**config.mk**
```make
export PLATFORM = sky130hd
export DESIGN_NAME = timer_counter
export DESIGN_NICKNAME = d
export VERILOG_FILES = /design/src/rtl/timer_counter.sv
export SDC_FILE = /design/constraint.sdc
export NUM_CORES = 1
export LEC_CHECK = 0
export BUFFER_PORTS_ARGS = -buffer_cell sky130_fd_sc_hd__buf_2
export CELL_PAD_IN_SITES_DETAIL_PLACEMENT = 0
export CELL_PAD_IN_SITES_GLOBAL_PLACEMENT = 1
export CORE_UTILIZATION = 25
export DETAILED_ROUTE_END_ITERATION = 10
export PLACE_DENSITY = 0.63
export SLEW_MARGIN = 30
export SYNTH_ARGS = -nofsm -noshare
export SYNTH_HDL_FRONTEND = slang
export SYNTH_SLANG_ARGS = --single-unit
```
**constraint.sdc**
```tcl
create_clock -name clk -period 2.87 [get_ports clk]
set_clock_uncertainty 0.1 [all_clocks]
set_input_delay 0.287 -clock clk [delete_from_list [all_inputs] [get_ports clk]]
set_output_delay 0.287 -clock clk [all_outputs]
set_load 0.05 [all_outputs]
```
**src/rtl/timer_counter.sv**
```systemverilog
// Memory-mapped down-counter with IRQ; one-shot (held IRQ) or auto-reload (1-cycle pulse).
// Latency: rdata/irq combinational; first IRQ at E(PRESET+2) after the EN write edge. No backpressure.
// Optional TC_PRESCALE_EN: COUNT steps once every PRESCALE clocks in CNT.
module timer_counter #(
    parameter logic [31:0] BASE_ADDR = 32'h0000_7F00,
    parameter int unsigned PRESCALE  = 4
) (
    input  logic        clk,
    input  logic        reset,
    input  logic [31:0] addr,
    input  logic        we,
    input  logic [31:0] wdata,
    output logic [31:0] rdata,
    output logic        irq
);

    typedef enum logic [1:0] {
        ST_IDLE,
        ST_LOAD,
        ST_CNT,
        ST_INT
    } state_t;

    state_t      state_q, state_d;
    logic [3:0]  ctrl_q, ctrl_d;
    logic [31:0] preset_q, preset_d;
    logic [31:0] count_q, count_d;
    logic        irq_flag_q, irq_flag_d;

    logic        hit;
    logic [1:0]  sel;
    logic        wr_ctrl;
    logic        wr_preset;
    logic        en_next;
    logic        mode_reload;
    logic        tick;
    logic        unused_bits;

    assign hit         = (addr[31:4] == BASE_ADDR[31:4]);
    assign sel         = addr[3:2];
    assign wr_ctrl     = we && hit && (sel == 2'd0);
    assign wr_preset   = we && hit && (sel == 2'd1);
    assign mode_reload = (ctrl_q[2:1] == 2'b01);
    assign unused_bits = ^{addr[1:0], wdata[31:4]};

    // IDLE must see an EN written on this very edge so LOAD starts at E0.
    assign en_next = wr_ctrl ? wdata[0] : ctrl_q[0];

`ifdef TC_PRESCALE_EN
    localparam int PSC_W = (PRESCALE > 1) ? $clog2(PRESCALE) : 1;

    logic [PSC_W-1:0] psc_q, psc_d;

    // First CNT cycle is a tick, so the first IRQ lands at E(PRESET*PRESCALE+2).
    assign tick = (psc_q == '0);

    always_comb begin
        psc_d = psc_q;
        if (state_q != ST_CNT) begin
            psc_d = '0;
        end else if (psc_q == PSC_W'(PRESCALE - 1)) begin
            psc_d = '0;
        end else begin
            psc_d = psc_q + PSC_W'(1);
        end
    end

    always_ff @(posedge clk) begin
        if (!reset) begin
            psc_q <= '0;
        end else begin
            psc_q <= psc_d;
        end
    end
`else
    assign tick = 1'b1;
`endif

    always_comb begin
        state_d    = state_q;
        ctrl_d     = ctrl_q;
        preset_d   = preset_q;
        count_d    = count_q;
        irq_flag_d = irq_flag_q;

        case (state_q)
            ST_IDLE: begin
                if (en_next) begin
                    state_d = ST_LOAD;
                end
            end
            ST_LOAD: begin
                count_d = preset_q;
                state_d = ST_CNT;
            end
            ST_CNT: begin
                if (tick) begin
                    if (count_q != 32'd0) begin
                        count_d = count_q - 32'd1;
                    end else begin
                        irq_flag_d = 1'b1;
                        state_d    = ST_INT;
                    end
                end
            end
            ST_INT: begin
                if (mode_reload) begin
                    irq_flag_d = 1'b0;
                    state_d    = ST_LOAD;
                end else begin
                    ctrl_d[0] = 1'b0;
                    state_d   = ST_IDLE;
                end
            end
            default: begin
                state_d = ST_IDLE;
            end
        endcase

        // Bus writes override the FSM's update of the same register.
        if (wr_preset) begin
            preset_d = wdata;
        end
        if (wr_ctrl) begin
            ctrl_d     = wdata[3:0];
            irq_flag_d = 1'b0;
            if (!wdata[0]) begin
                state_d = ST_IDLE;
                count_d = count_q;
            end
        end
    end

    always_ff @(posedge clk) begin
        if (!reset) begin
            state_q    <= ST_IDLE;
            ctrl_q     <= 4'd0;
            preset_q   <= 32'd0;
            count_q    <= 32'd0;
            irq_flag_q <= 1'b0;
        end else begin
            state_q    <= state_d;
            ctrl_q     <= ctrl_d;
            preset_q   <= preset_d;
            count_q    <= count_d;
            irq_flag_q <= irq_flag_d;
        end
    end

    always_comb begin
        rdata = 32'd0;
        if (hit) begin
            case (sel)
                2'd0:    rdata = {28'd0, ctrl_q};
                2'd1:    rdata = preset_q;
                2'd2:    rdata = count_q;
                default: rdata = 32'd0;
            endcase
        end
    end

    assign irq = irq_flag_q & ctrl_q[3];

endmodule
```
==> metrics <==
Gate Count Post-Synth=526; post-cts repair resize count=0; # fillers=1796; Maximum Capacitance Violations=0; main combinational cell family by area after synthesis=simple AND/OR/NAND/NOR gates; CP max FO=12; clock insertion delay at the later pin of the skew report=350 ps; layout cells sized above 1=0.260; initial core utilization=0.259; portion of netlist area occupied by mux cells=0.104; CP Data Required Time=2980 ps; reg2reg end=state_q[0]; Post-Synthesis Mean Instance Area=8.25 µm²; Chip Width=134 µm; total wire length=14100 µm; register clock-pin slew on the reported worst setup and hold paths=60 ps; nets in the synthesized netlist=599; area growth from synthesis to layout=24.6%; dominant cell type by area after synthesis=sky130_fd_sc_hd__dfxtp_1; global-route wire length before repair=23100 µm; Total GRT Usage=0.161; count of buffering cells on the critical path with inverters included=0; via count of the first global-routing pass=4638; synth warn=0; number of inserted diodes=0; # setup viols final=0; TritonCTS sink count=71; cts hold-fix bufs=0; number of iterations in the first detailed-routing pass=4; clock period minus final worst setup slack=2620 ps; antenna violations before repair=0; Hold Crit Endpoint=preset_q[22]; Port Buffer Count=97; pin count of the biggest net entering global routing=44; gp weighted congestion=0.789; run status=finished clean; Reg-to-Reg Start=count_q[3]; total power per unit cell area=825 mW/mm²; xor/xnor cell area share of the yosys netlist=0; WP data arrival=2730 ps; cell types with the largest area share after synthesis=sky130_fd_sc_hd__dfxtp_1 (33%), sky130_fd_sc_hd__mux2i_1 (10%), sky130_fd_sc_hd__nor2_1 (7.8%); Setup CP Type=register to register; worst slew pin tran=671 ps; area fraction of the dominant cell type after synthesis=0.327; ratio of routed vias to standard cells=5.26; Slowest Stage Delay on Critical Path=610 ps; Layout Nets=683; Cell Area, Synth=0.00434 mm²; arithmetic-cell share of the synthesized area counting full adders, half adders and majority gates=0.0173; Post-DRT Antenna Nets=0; detailed placer's ending HPWL=9690 µm; period utilization=0.912; DRC violation total after the first TritonRoute iteration=293; r2r worst-path depth=5; predominant post-synthesis flop cell=sky130_fd_sc_hd__dfxtp_1; Hold Worst Slack=78.1 ps; total leakage power=1.96 nW; worst-path cell with the longest stage delay=sky130_fd_sc_hd__or4_4; maximum clock frequency=382 MHz; number of enable flip-flop cells after synthesis=0; critical-path cell list=or4_4, nor3_1, and4_1, a2111oi_0, a2111oi_1; area enclosed by the die boundary=0.0179 mm²; library cells used by synthesis=55; die outline height=134 µm; Synth Area in Compound Gates=0.243; path class of the lowest-slack min-delay path=primary input to register; worst hold path stage count=3; routed wire length per instance=16.8 µm; startpoint type of the worst setup path=register; total congestion overflow=0; number of H-tree levels=3; routed via count=4391; commonest cells after routing, fill and taps aside=sky130_fd_sc_hd__buf_2 (97), sky130_fd_sc_hd__nor2_1 (89), sky130_fd_sc_hd__dfxtp_1 (71), sky130_fd_sc_hd__mux2i_1 (45), sky130_fd_sc_hd__a22oi_1 (30); most common library cell in the layout ignoring fill and taps=sky130_fd_sc_hd__buf_2; unrepaired setup endpoints after global routing=false; number of primary I/O pins=100; top cell family by delay on the critical path=simple AND/OR/NAND/NOR gates; clock buffer count from CTS=9; post-CTS setup repair buffer count=0; worst relative slew slack=0.552; setup tns final=0 ps; TritonCTS clock tree=built; sequential cell area fraction in the yosys report=0.327; number of max-slew violations in the final report=0; synthesized-area fraction occupied by and/or/nand/nor cells=0.245; Core Region=0.0168 mm²; setup slack, reg-to-reg=250 ps; std cell rows=47; peak supply drop=495 µV; Hold Vio Cnt, Final=0; cell at the root of the clock tree=sky130_fd_sc_hd__clkbuf_16; register bit total from synthesis=71; Synth async-reset ratio=0; detailed-route DRC error count=0; launch instance of the worst min-delay path=wdata[22]; crit end category=register; Clock Path Buffers=2
-- kinds of logic after synthesis --
logic type / count (synthesis)
adder cells (fa/ha/maj): 6
AO/OA/AOI/OAI: 147
multiplexers: 45
AND/OR/NAND/NOR: 194
buffers and inverters: 63
flip-flops: 71
-- report_power, final --
part           switching [mW]  total (mW)  internal (mW)
clock network           0.439        1.18          0.741
registers              0.0974        1.16           1.06
logic                    1.33        2.12          0.793
total                    1.87        4.46           2.60
-- per-stage QoR --
step | util | cell area [µm²] | total power [mW] | setup WS (ps) | std cells
finish | 0.323 | 5410 | 4.46 | 252 | 835
global route | 0.323 | 5410 | 4.73 | 145 | 835
CTS | 0.323 | 5410 | 4.47 | 248 | 835
detailed placement | 0.304 | 5100 | 3.28 | 256 | 819
global placement | 0.304 | 5100 | 3.25 | 341 | 819
floorplan | - | 4340 | 2.66 | 350 | 526
-- how the worst max path moves through the flow --
stage                     from          end  depth (start not counted)
floorplan              addr[2]    rdata[11]                          6
global placement    count_q[3]  count_q[15]                          6
detailed placement  count_q[3]   state_q[0]                          5
CTS                 count_q[3]   state_q[0]                          5
global route        count_q[3]   state_q[0]                          5
finish              count_q[3]   state_q[0]                          5
-- metal layers --
| layer | share of wire | vias up | routed length, µm | GRT usage |
|---|---|---|---|---|
| met5 | 0 | - | 0 | 0 |
| met4 | 0.016 | 0 | 221 | 0.0720 |
| met2 | 0.48 | 90 | 6750 | 0.275 |
| met3 | 0.033 | 16 | 464 | 0.0251 |
| met1 | 0.47 | 2131 | 6640 | 0.199 |
| li1 | - | 2154 | - | - |
-- worst min-delay path: cells and delay by family --
| family | cells | cell delay (ps) |
|---|---|---|
| buffers and inverters | 1 | 70 |
| and+or+nand+nor | 1 | 70 |
| muxes | 1 | 60 |
-- synth_stat cells (3+ instances only) --
cell and count:
sky130_fd_sc_hd__nor2b_1 10, sky130_fd_sc_hd__nor4b_1 4, sky130_fd_sc_hd__nand2_1 16, sky130_fd_sc_hd__a21oi_1 22, sky130_fd_sc_hd__ha_1 6, sky130_fd_sc_hd__o22ai_1 3
sky130_fd_sc_hd__or3_1 5, sky130_fd_sc_hd__nand2b_1 4, sky130_fd_sc_hd__or4_1 4, sky130_fd_sc_hd__and3_1 4, sky130_fd_sc_hd__buf_6 3, sky130_fd_sc_hd__nor2_1 90
sky130_fd_sc_hd__a211oi_1 4, sky130_fd_sc_hd__a22oi_1 30, sky130_fd_sc_hd__o311ai_0 20, sky130_fd_sc_hd__and4_1 6, sky130_fd_sc_hd__o31ai_1 21, sky130_fd_sc_hd__inv_1 10
sky130_fd_sc_hd__a31oi_1 17, sky130_fd_sc_hd__nor4_2 3, sky130_fd_sc_hd__and2_1 3, sky130_fd_sc_hd__or4_4 4, sky130_fd_sc_hd__o32ai_1 5, sky130_fd_sc_hd__nor3_1 12
sky130_fd_sc_hd__buf_2 9, sky130_fd_sc_hd__or2_2 3, sky130_fd_sc_hd__o21ai_0 8, sky130_fd_sc_hd__mux2i_1 45, sky130_fd_sc_hd__a41oi_1 4, sky130_fd_sc_hd__dfxtp_1 71
sky130_fd_sc_hd__clkbuf_1 39, sky130_fd_sc_hd__nor4_1 12
-- state kept, by name (all words and copies together) (netlist names) --
name        count
count_q        32
preset_q       32
ctrl_q          4
state_q         2
irq_flag_q      1
-- area by class of cell --
type	instances	area, µm²	share of cell area
Multi-Input combinational cell	392	2670	0.493
Sequential cell	71	1420	0.263
Timing Repair Buffer	125	696	0.129
Tap cell	220	275	0.0509
Clock buffer	13	270	0.0500
Inverter	11	41.3	0.00763
Clock inverter	3	40.0	0.00740
Note: power is estimated with default switching activity, not from simulation.
